$ cat src/rtl/pi_bus_xfer_pkg.sv
// Shared constants and state encoding for the PI-to-RAM bus transfer block.
package pi_bus_xfer_pkg;

    localparam int unsigned ADDR_W = 17;
    localparam int unsigned DATA_W = 8;

    typedef enum logic [1:0] {
        ST_IDLE      = 2'd0,
        ST_WAIT_SLOT = 2'd1,
        ST_ACCESS    = 2'd2,
        ST_DONE      = 2'd3
    } xfer_state_e;

endpackage

$ cat src/rtl/pi_bus_xfer_if.sv
// Request/complete handshake between the SPI-domain decoder and the bus transfer block.
interface pi_bus_xfer_if;
    import pi_bus_xfer_pkg::*;

    logic              pi_pending;
    logic [ADDR_W-1:0] pi_addr;
    logic [DATA_W-1:0] pi_data_in;
    logic              pi_rw_b;
    logic              pi_done;
    logic [DATA_W-1:0] pi_rd_data;

    modport master (
        output pi_pending, pi_addr, pi_data_in, pi_rw_b,
        input  pi_done, pi_rd_data
    );

    modport slave (
        input  pi_pending, pi_addr, pi_data_in, pi_rw_b,
        output pi_done, pi_rd_data
    );

endinterface

$ cat src/rtl/pi_bus_xfer_sync2.sv
// Two-flop synchronizer for a single-bit level crossing into the clk domain.
module sync2 #(
    parameter logic RESET_VAL = 1'b0
) (
    input  logic clk,
    input  logic reset,
    input  logic d,
    output logic q
);

    logic meta_q;
    logic sync_q;

    always_ff @(posedge clk or posedge reset) begin
        if (reset) begin
            meta_q <= RESET_VAL;
            sync_q <= RESET_VAL;
        end else begin
            meta_q <= d;
            sync_q <= meta_q;
        end
    end

    assign q = sync_q;

endmodule

$ cat src/rtl/pi_bus_xfer.sv
// Arbitrated single-byte RAM access on behalf of the SPI-domain command decoder.
module pi_bus_xfer
    import pi_bus_xfer_pkg::*;
#(
    parameter int unsigned ACCESS_CYCLES = 4
) (
    input  logic              clk,
    input  logic              reset,
    pi_bus_xfer_if.slave      pi,
    input  logic              slot_en,
    output logic [ADDR_W-1:0] ram_addr,
    output logic [DATA_W-1:0] ram_wr_data,
    input  logic [DATA_W-1:0] ram_rd_data,
    output logic              ram_oe_n,
    output logic              ram_we_n,
    output logic              bus_busy
);

    localparam logic [3:0] CNT_LOAD = 4'(ACCESS_CYCLES - 1);

    logic pend_s;

    sync2 #(.RESET_VAL(1'b0)) u_pend_sync (
        .clk   (clk),
        .reset (reset),
        .d     (pi.pi_pending),
        .q     (pend_s)
    );

    xfer_state_e       state_q, state_d;
    logic [3:0]        cnt_q, cnt_d;
    logic [ADDR_W-1:0] addr_q, addr_d;
    logic [DATA_W-1:0] data_q, data_d;
    logic              rw_q, rw_d;
    logic [DATA_W-1:0] rd_data_q, rd_data_d;
    logic [ADDR_W-1:0] ram_addr_q, ram_addr_d;
    logic [DATA_W-1:0] ram_wr_data_q, ram_wr_data_d;
    logic              ram_oe_n_q, ram_oe_n_d;
    logic              ram_we_n_q, ram_we_n_d;
    logic              bus_busy_q, bus_busy_d;
    logic              pi_done_q, pi_done_d;
    logic              in_access_d;

    always_ff @(posedge clk or posedge reset) begin
        if (reset) begin
            state_q       <= ST_IDLE;
            cnt_q         <= '0;
            addr_q        <= '0;
            data_q        <= '0;
            rw_q          <= 1'b1;
            rd_data_q     <= '0;
            ram_addr_q    <= '0;
            ram_wr_data_q <= '0;
            ram_oe_n_q    <= 1'b1;
            ram_we_n_q    <= 1'b1;
            bus_busy_q    <= 1'b0;
            pi_done_q     <= 1'b0;
        end else begin
            state_q       <= state_d;
            cnt_q         <= cnt_d;
            addr_q        <= addr_d;
            data_q        <= data_d;
            rw_q          <= rw_d;
            rd_data_q     <= rd_data_d;
            ram_addr_q    <= ram_addr_d;
            ram_wr_data_q <= ram_wr_data_d;
            ram_oe_n_q    <= ram_oe_n_d;
            ram_we_n_q    <= ram_we_n_d;
            bus_busy_q    <= bus_busy_d;
            pi_done_q     <= pi_done_d;
        end
    end

    always_comb begin
        state_d   = state_q;
        cnt_d     = cnt_q;
        addr_d    = addr_q;
        data_d    = data_q;
        rw_d      = rw_q;
        rd_data_d = rd_data_q;

        unique case (state_q)
            ST_IDLE: begin
                if (pend_s) begin
                    state_d = ST_WAIT_SLOT;
                    addr_d  = pi.pi_addr;
                    data_d  = pi.pi_data_in;
                    rw_d    = pi.pi_rw_b;
                end
            end
            ST_WAIT_SLOT: begin
                if (slot_en) begin
                    state_d = ST_ACCESS;
                    cnt_d   = CNT_LOAD;
                end
            end
            ST_ACCESS: begin
                if (cnt_q == '0) begin
                    state_d = ST_DONE;
                    if (rw_q) begin
                        rd_data_d = ram_rd_data;
                    end
                end else begin
                    cnt_d = cnt_q - 4'd1;
                end
            end
            ST_DONE: begin
                if (!pend_s) begin
                    state_d = ST_IDLE;
                end
            end
            default: state_d = ST_IDLE;
        endcase

        // Bus outputs are registered from the next state so they align with ACCESS
        // and can be cleared asynchronously by reset.
        in_access_d   = (state_d == ST_ACCESS);
        bus_busy_d    = in_access_d;
        ram_oe_n_d    = !(in_access_d && rw_q);
        ram_we_n_d    = !(in_access_d && !rw_q && (cnt_d != '0) && (cnt_d != CNT_LOAD));
        ram_addr_d    = in_access_d ? addr_q : ram_addr_q;
        ram_wr_data_d = in_access_d ? data_q : ram_wr_data_q;
        pi_done_d     = (state_d == ST_DONE);
    end

    assign ram_addr      = ram_addr_q;
    assign ram_wr_data   = ram_wr_data_q;
    assign ram_oe_n      = ram_oe_n_q;
    assign ram_we_n      = ram_we_n_q;
    assign bus_busy      = bus_busy_q;
    assign pi.pi_done    = pi_done_q;
    assign pi.pi_rd_data = rd_data_q;

endmodule

$ cat src/flat_wrapper.sv
// flat-port wrapper written by rule: the top's interface ports become plain ports
module pi_bus_xfer_flat import pi_bus_xfer_pkg::*;
#(
    parameter int unsigned ACCESS_CYCLES = 4
)
  (clk, reset, slot_en, ram_addr, ram_wr_data, ram_rd_data, ram_oe_n, ram_we_n, bus_busy, pi_pi_pending, pi_pi_addr, pi_pi_data_in, pi_pi_rw_b, pi_pi_done, pi_pi_rd_data);
  pi_bus_xfer_if pi_i ();
  input  logic clk;
  input  logic reset;
  input  logic slot_en;
  output logic [ADDR_W-1:0] ram_addr;
  output logic [DATA_W-1:0] ram_wr_data;
  input  logic [DATA_W-1:0] ram_rd_data;
  output logic ram_oe_n;
  output logic ram_we_n;
  output logic bus_busy;
  input wire logic [$bits(pi_i.pi_pending)-1:0] pi_pi_pending;
  input wire logic [$bits(pi_i.pi_addr)-1:0] pi_pi_addr;
  input wire logic [$bits(pi_i.pi_data_in)-1:0] pi_pi_data_in;
  input wire logic [$bits(pi_i.pi_rw_b)-1:0] pi_pi_rw_b;
  output wire logic [$bits(pi_i.pi_done)-1:0] pi_pi_done;
  output wire logic [$bits(pi_i.pi_rd_data)-1:0] pi_pi_rd_data;
  assign pi_i.pi_pending = pi_pi_pending;
  assign pi_i.pi_addr = pi_pi_addr;
  assign pi_i.pi_data_in = pi_pi_data_in;
  assign pi_i.pi_rw_b = pi_pi_rw_b;
  assign pi_pi_done = pi_i.pi_done;
  assign pi_pi_rd_data = pi_i.pi_rd_data;
  pi_bus_xfer #(.ACCESS_CYCLES(ACCESS_CYCLES)) u_core (.clk(clk), .reset(reset), .pi(pi_i), .slot_en(slot_en), .ram_addr(ram_addr), .ram_wr_data(ram_wr_data), .ram_rd_data(ram_rd_data), .ram_oe_n(ram_oe_n), .ram_we_n(ram_we_n), .bus_busy(bus_busy));
endmodule
$ cat config.mk
export PLATFORM = sky130hd
export DESIGN_NAME = pi_bus_xfer_flat
export DESIGN_NICKNAME = d
export VERILOG_FILES = /design/src/rtl/pi_bus_xfer_pkg.sv /design/src/rtl/pi_bus_xfer_if.sv /design/src/rtl/pi_bus_xfer_sync2.sv /design/src/rtl/pi_bus_xfer.sv /design/src/flat_wrapper.sv
export SDC_FILE = /design/constraint.sdc
export NUM_CORES = 1
export LEC_CHECK = 0
export CELL_PAD_IN_SITES_DETAIL_PLACEMENT = 2
export CELL_PAD_IN_SITES_GLOBAL_PLACEMENT = 2
export CORE_MARGIN = 4
export CORE_UTILIZATION = 33
export DETAILED_ROUTE_END_ITERATION = 10
export PLACE_DENSITY = 0.79
export SLEW_MARGIN = 0
export SYNTH_ARGS = -nofsm -noshare
export SYNTH_HDL_FRONTEND = slang
export SYNTH_HIERARCHICAL = 1
export SYNTH_SLANG_ARGS = --single-unit
$ cat constraint.sdc
create_clock -name clk -period 3.12 [get_ports clk]
set_input_delay 0.78 -clock clk [delete_from_list [all_inputs] [get_ports clk]]
set_output_delay 0.78 -clock clk [all_outputs]
set_load 0.005 [all_outputs]
==> results of run 1 <==
state kept, by name (all words and copies together) (netlist names):
register                   cells
u_core/pi.pi_rd_data           8
u_core/cnt_q                   4
u_core/ram_addr               17
u_core/u_pend_sync/q           1
u_core/addr_q                 17
u_core/state_q                 2
u_core/pi.pi_done              1
u_core/data_q                  8
u_core/u_pend_sync/meta_q      1
u_core/bus_busy                1
u_core/rw_q                    1
u_core/ram_oe_n                1
u_core/ram_we_n                1
u_core/ram_wr_data             8
critical path, delay by kind of cell, from the launching register on:
family / cells / cell delay (ps)
AND/OR/NAND/NOR: 2 / 560
adder cells (fa/ha/maj): 1 / 260
buffers and inverters: 2 / 300
AO/OA/AOI/OAI: 2 / 310
flip-flops: 1 / 450
multiplexers: 1 / 310
worst paths after layout:
kind                                                           from                             end  depth (start not counted)
worst max-delay path                    u_core/state_q[0]$_DFF_PP0_  u_core/ram_addr[2]$_DFFE_PP0N_                          8
worst min-delay path            u_core/u_pend_sync/meta_q$_DFF_PP0_  u_core/u_pend_sync/q$_DFF_PP0_                          0
worst max register to register          u_core/state_q[0]$_DFF_PP0_  u_core/ram_addr[2]$_DFFE_PP0N_                          8
worst min register to register  u_core/u_pend_sync/meta_q$_DFF_PP0_  u_core/u_pend_sync/q$_DFF_PP0_                          0
max in group asynchronous                                     reset         u_core/rw_q$_DFFE_PP1P_                          3
min in group asynchronous                                     reset  u_core/u_pend_sync/q$_DFF_PP0_                          2
per-layer routing:
metal  GRT usage [%]  routed length [um]  vias to the layer above
met4            5.15                  82                        0
met1            16.9                2750                      945
li1                -                   -                      828
met3            3.62                 314                       10
met5               0                   0                        -
met2            23.4                3450                       47
layout by cell type, fill, tap and decap left out, types with 2 or more instances in the layout:
cell type / synthesis / routed
dfrtp_1: 68 / 68
ha_1: 6 / 6
buf_12: 0 / 3
and2_1: 2 / 2
mux2_2: 40 / 40
dfstp_2: 3 / 3
o311ai_0: 3 / 3
bufinv_16: 0 / 3
nand2_1: 7 / 7
nand2b_1: 2 / 2
mux2i_1: 2 / 2
a21oi_1: 2 / 2
clkdlybuf4s50_1: 0 / 74
o21ai_0: 8 / 8
inv_1: 9 / 8
clkbuf_8: 0 / 11
mux2_4: 19 / 19
cell families (layout without fill, tap and decap cells):
| kind of cell | count (synthesis) | count (layout) |
|---|---|---|
| adder cells (fa/ha/maj) | 6 | 6 |
| buffers and inverters | 14 | 103 |
| AO/OA/AOI/OAI | 19 | 19 |
| flip-flops | 71 | 71 |
| multiplexers | 61 | 61 |
| AND/OR/NAND/NOR | 17 | 17 |
| XOR/XNOR | 1 | 1 |
power by group through the flow:
stage | Clock, mW | Sequential (mW) | Combinational, mW
floorplan | 0 | 1.60 | 1.03
global placement | 0 | 1.64 | 1.70
detailed placement | 0 | 1.67 | 1.76
CTS | 0.962 | 1.66 | 1.79
global route | 1.01 | 1.72 | 1.91
finish | 0.933 | 1.65 | 1.75
metrics by stage:
| step | instances | worst slack, ps | utilization, % | total power, mW |
|---|---|---|---|---|
| after global placement | 370 | 683 | 44.0 | 3.34 |
| after detailed placement | 370 | 660 | 44.0 | 3.43 |
| final | 386 | 798 | 47.0 | 4.33 |
| after CTS | 386 | 795 | 47.0 | 4.41 |
| after global routing | 386 | 668 | 47.0 | 4.64 |
| after floorplan | 189 | 605 | - | 2.63 |
final cells by class:
type	count	area [um2]	share of cell area, %
inverter	9	33.8	0.829
multi-input combinational	104	1060	26.1
tap	108	135	3.32
clock buffer	11	151	3.72
timing repair buffer	78	808	19.8
sequential	71	1780	43.7
clock inverter	5	104	2.55
==> results.py, run 1 <==
metrics = {
    "synthesis": {
        "synth_mux_area_share_pct": 25.9,
        "synth_top_cell_area_share_pct": 58.3,
        "synth-adder-area-share_pct": 2.57,
        "ys_seq_area_share_pct": 61.0,
        "syn_area_um2": 2920,
        "yosysMostFrequentCell": "dfrtp_1",
        "ys.flop_type": "dfrtp_1",
        "synth_compound_area_share_pct": 4.25,
        "yosysWarnings": 6,
        "synthCells": 189,
        "avgSynthCellArea_um2": 15.4,
        "ys_top_cells_by_area": "dfrtp_1 (58%), mux2_2 (15%), mux2_4 (9.8%)",
        "synth_top_family_by_area": "multiplexers",
        "ys_ff_latch": 71,
        "synth_xor_area_share_pct": 0.300,
        "synth_edf_count": 0,
        "synth_top_cell_by_area": "dfrtp_1",
        "postSynth.asyncResetShare_pct": 100,
        "synth-simple-area-share_pct": 3.35,
        "syn-num-nets": 233,
        "synth_commonest_cells": "dfrtp_1 (68), mux2_2 (40), mux2_4 (19)",
        "synth_cell_types": 27,
    },
    "place": {
        "place_congestion": 0.752,
        "dp_hpwl_um": 4610,
        "placed_area_um2": 3820,
        "place.port_buffers": 74,
    },
    "floorplan": {
        "initial_core_util_pct": 33.6,
        "core-area_um2": 8680,
        "die_h_um": 102,
        "die_area_um2": 10400,
        "die_x_um": 102,
        "ios": 75,
        "rows": 34,
    },
    "power": {
        "leakagePower_nw": 1.80,
        "internal-power_mw": 3.09,
        "clockPowerShare_pct": 21.5,
        "p_seq_share_pct": 38.0,
        "switching_share_pct": 28.7,
        "vdd_drop_max_mv": 0.384,
        "comb_power_share_pct": 40.5,
        "p_sw_mw": 1.25,
        "power_density_nw_per_um2": 1060,
    },
    "clock_tree": {
        "cts.htree.levels": 3,
        "root_buffer": "clkbuf_8",
        "clock_latency_ps": 340,
        "cts_setup_buffers": 0,
        "cts_buffers": 9,
        "clock_sinks": 71,
        "ctsResizeCount": 0,
        "cts_tree": "built",
        "clk_pin_slew_ps": 80,
        "cts_hold_buf": 0,
        "clockBufferDepth": 2,
    },
    "routing": {
        "via_per_inst": 4.74,
        "totalWireLength_um": 6600,
        "initialDrtViolationCount": 23,
        "remaining_drc_errors": 0,
        "firstDrtPassIters": 3,
        "ant_nets": 0,
        "avgRoutedWirePerCell_um": 17.1,
        "route.vias.total": 1830,
    },
    "sta": {
        "rsz0062_at_grt": "false",
        "period_minus_slack_ps": 2320,
        "hold_viol_final": 0,
        "hold-worst-slack_ps": 351,
        "maxSlewViolCount": 0,
        "period_share_pct": 74.4,
        "setup_tns_ps": 0,
        "worstMarginPinSlew_ps": 546,
        "setup_viol": 0,
        "max_freq_ghz": 0.431,
        "skew_ps": 7.69,
        "maxSlewHeadroom_pct": 63.2,
    },
    "hold_path": {
        "hp-class": "reg2reg",
    },
    "finish": {
        "num_antenna_cells": 0,
        "nets": 317,
        "area_delta_synth_final_pct": 39.7,
        "drive_gt1_share_pct": 30.9,
        "nFillCells": 841,
        "finalInstanceArea_um2": 4080,
    },
    "setup_path": {
        "worst_setup_path_start_kind": "flip-flop",
        "r2r_slack_ps": 800,
        "arrival_ps": 2540,
        "critical_path_class": "reg2reg",
        "required_ps": 3340,
        "path_cells": "inv_1, ha_1, and4bb_4, or3_1, a21o_1, o21a_2, buf_12, mux2_4",
        "endpoint_kind": "flip-flop",
        "cp_max_fo": 26,
        "critPathMaxStageDelay_ps": 450,
        "slowest_stage": "dfrtp_1",
    },
    "grt": {
        "grt_first_pass_wirelength_um": 11000,
        "overflow": 0,
        "grt_max_degree": 40,
        "grt_pass1_vias": 2103,
        "grt_use_total_pct": 13.8,
        "grt_antenna_before_repair": 0,
    },
    "flow_run": {
        "drv_cap": 0,
    },
    "run_status": {
        "status": "finished, final reports clean",
    },
}
(Power assumes the default switching activity.)
==> run 2, diff against run 1 <==
CORE_UTILIZATION = 30   (was 33)
PLACE_DENSITY = 0.75   (was 0.79)
clock period = 2.03 ns   (was 3.12 ns; I/O delays follow)
==> run 2 against run 1 <==
Compared with the run above: combinational power rose by 86%; via count rose by 2.6%; maximum frequency rose by 14%; sequential share of layout area fell by 2.6 points; total power rose by 65%; register-to-register slack got worse by 800 ps; critical path type unchanged; sequential power rose by 52%; first-iteration DRC count rose by 22%; sequential cell count did not move; cell count rose by 10%; worst hold slack improved by 15 ps; clock power rose by 49%.
==> results.py, run 2 (synthesis gave the netlist of run 1 again) <==
metrics = {
    "routing": {
        "remaining_drc_errors": 0,
        "totalWireLength_um": 7170,
        "via_per_inst": 4.41,
        "ant_nets": 0,
        "avgRoutedWirePerCell_um": 16.8,
        "route.vias.total": 1878,
        "firstDrtPassIters": 4,
        "initialDrtViolationCount": 28,
    },
    "clock_tree": {
        "cts.htree.levels": 3,
        "root_buffer": "clkbuf_8",
        "cts_buffers": 9,
        "cts_tree": "built",
        "clk_pin_slew_ps": 70,
        "clock_latency_ps": 340,
        "cts_hold_buf": 0,
        "clockBufferDepth": 2,
        "clock_sinks": 71,
    },
    "floorplan": {
        "die_area_um2": 11400,
        "core-area_um2": 9370,
        "ios": 75,
        "rows": 35,
        "die_x_um": 107,
        "initial_core_util_pct": 31.1,
        "die_h_um": 107,
    },
    "place": {
        "place_congestion": 0.758,
        "place_inst": 402,
        "post-place-ws_ps": -237,
        "dp_hpwl_um": 4940,
        "place.port_buffers": 74,
    },
    "finish": {
        "seqCellArea_um2": 1780,
        "nFillCells": 936,
        "final_common_cell": "clkdlybuf4s50_1",
        "drive_gt1_share_pct": 38.4,
        "multi_input_area_um2": 1120,
        "stdcell_count": 426,
        "area_delta_synth_final_pct": 48.6,
        "num_antenna_cells": 0,
        "final_cell_mix": "clkdlybuf4s50_1 (74), dfrtp_1 (67), mux2_2 (40)",
        "nets": 336,
    },
    "grt": {
        "grt_pass1_vias": 2232,
        "grt_max_degree": 70,
        "grt_antenna_before_repair": 0,
        "grt_use_total_pct": 13.4,
        "overflow": 0,
        "grt_first_pass_wirelength_um": 11800,
    },
    "run_status": {
        "status": "finished, final reports clean",
    },
    "setup_path": {
        "arrival_ps": 2240,
        "cp_max_fo": 9,
        "required_ps": 2240,
        "endpoint_kind": "flip-flop",
        "critical_path_class": "reg2reg",
        "worst_setup_path_start_kind": "flip-flop",
    },
    "flow_run": {
        "drv_cap": 0,
    },
    "sta": {
        "max_freq_ghz": 0.493,
        "period_share_pct": 99.9,
        "fin_ws_ps": 1.08,
        "maxSlewViolCount": 0,
        "maxSlewHeadroom_pct": 74.5,
        "skew_ps": 13.6,
        "setup_viol": 0,
        "period_minus_slack_ps": 2030,
        "rsz0062_at_grt": "true",
        "worstMarginPinSlew_ps": 378,
        "hold_viol_final": 0,
    },
    "power": {
        "power_density_nw_per_um2": 1650,
        "leakagePower_nw": 1.90,
        "vdd_drop_max_mv": 0.561,
    },
    "hold_path": {
        "hp-class": "reg2reg",
    },
}
## run 2: final timing paths
path                                                     start                             endpoint  slack [ps]  cells after the start
min                        u_core/u_pend_sync/meta_q$_DFF_PP0_       u_core/u_pend_sync/q$_DFF_PP0_         370                      0
min reg2reg                u_core/u_pend_sync/meta_q$_DFF_PP0_       u_core/u_pend_sync/q$_DFF_PP0_         370                      0
min in group asynchronous                                reset  u_core/u_pend_sync/meta_q$_DFF_PP0_         410                      2
max reg2reg                        u_core/state_q[1]$_DFF_PP0_    u_core/ram_wr_data[2]$_DFFE_PP0N_           1                      7
max in group asynchronous                                reset            u_core/ram_we_n$_DFF_PP1_        1040                      3
max                                u_core/state_q[1]$_DFF_PP0_    u_core/ram_wr_data[2]$_DFFE_PP0N_           1                      7
## run 2: final cells by class
type                            count  area share (%)
Sequential cell                    71            41.1
Multi-Input combinational cell    104            25.8
Timing Repair Buffer               97            22.8
Tap cell                          129            3.73
Clock buffer                       11            3.26
Clock inverter                      5            2.45
Inverter                            9           0.866
## run 2: per-stage QoR
| stage | cell area [um2] | hold slack (ps) | utilization, % | TNS [ps] | power [mW] |
|---|---|---|---|---|---|
| after detailed placement | 3960 | 343 | 42.2 | -4900 | 5.55 |
| after CTS | 4270 | 369 | 45.6 | -137 | 7.13 |
| after global routing | 4330 | 381 | 46.2 | -1510 | 7.62 |
| after global placement | 3960 | 342 | 42.2 | -3470 | 5.39 |
| after floorplan | 2940 | 249 | - | -482 | 4.08 |
| final | 4330 | 366 | 46.2 | 0 | 7.13 |
## run 2: per-layer routing
layer  up-vias  GRT usage, %  wire length, um
met5         -             0                0
met3         6          3.55              266
met2        43          22.4             3620
li1        865             -                -
met1       964          17.1             3230
met4         0          3.84               58
## run 2: repair_timing
action / in CTS / in global routing
gates resized for setup: 7 / 8
setup endpoints to repair: 26 / 26
gates cloned: 1 / 0
setup buffers: 3 / 4
hold endpoints to repair: 0 / 0
## run 2: power by group
part	internal [mW]	total, mW	switching (mW)
clock	0.853	1.39	0.537
sequential	2.11	2.50	0.383
combinational	2.12	3.25	1.12
## run 2: critical path, stage by stage, from the launching register on
cell and delay (ps):
dfrtp_2 450, ha_4 170, and4bb_4 200, or3_1 300, a21o_1 180, o21a_4 160, buf_12 160, mux2_4 290
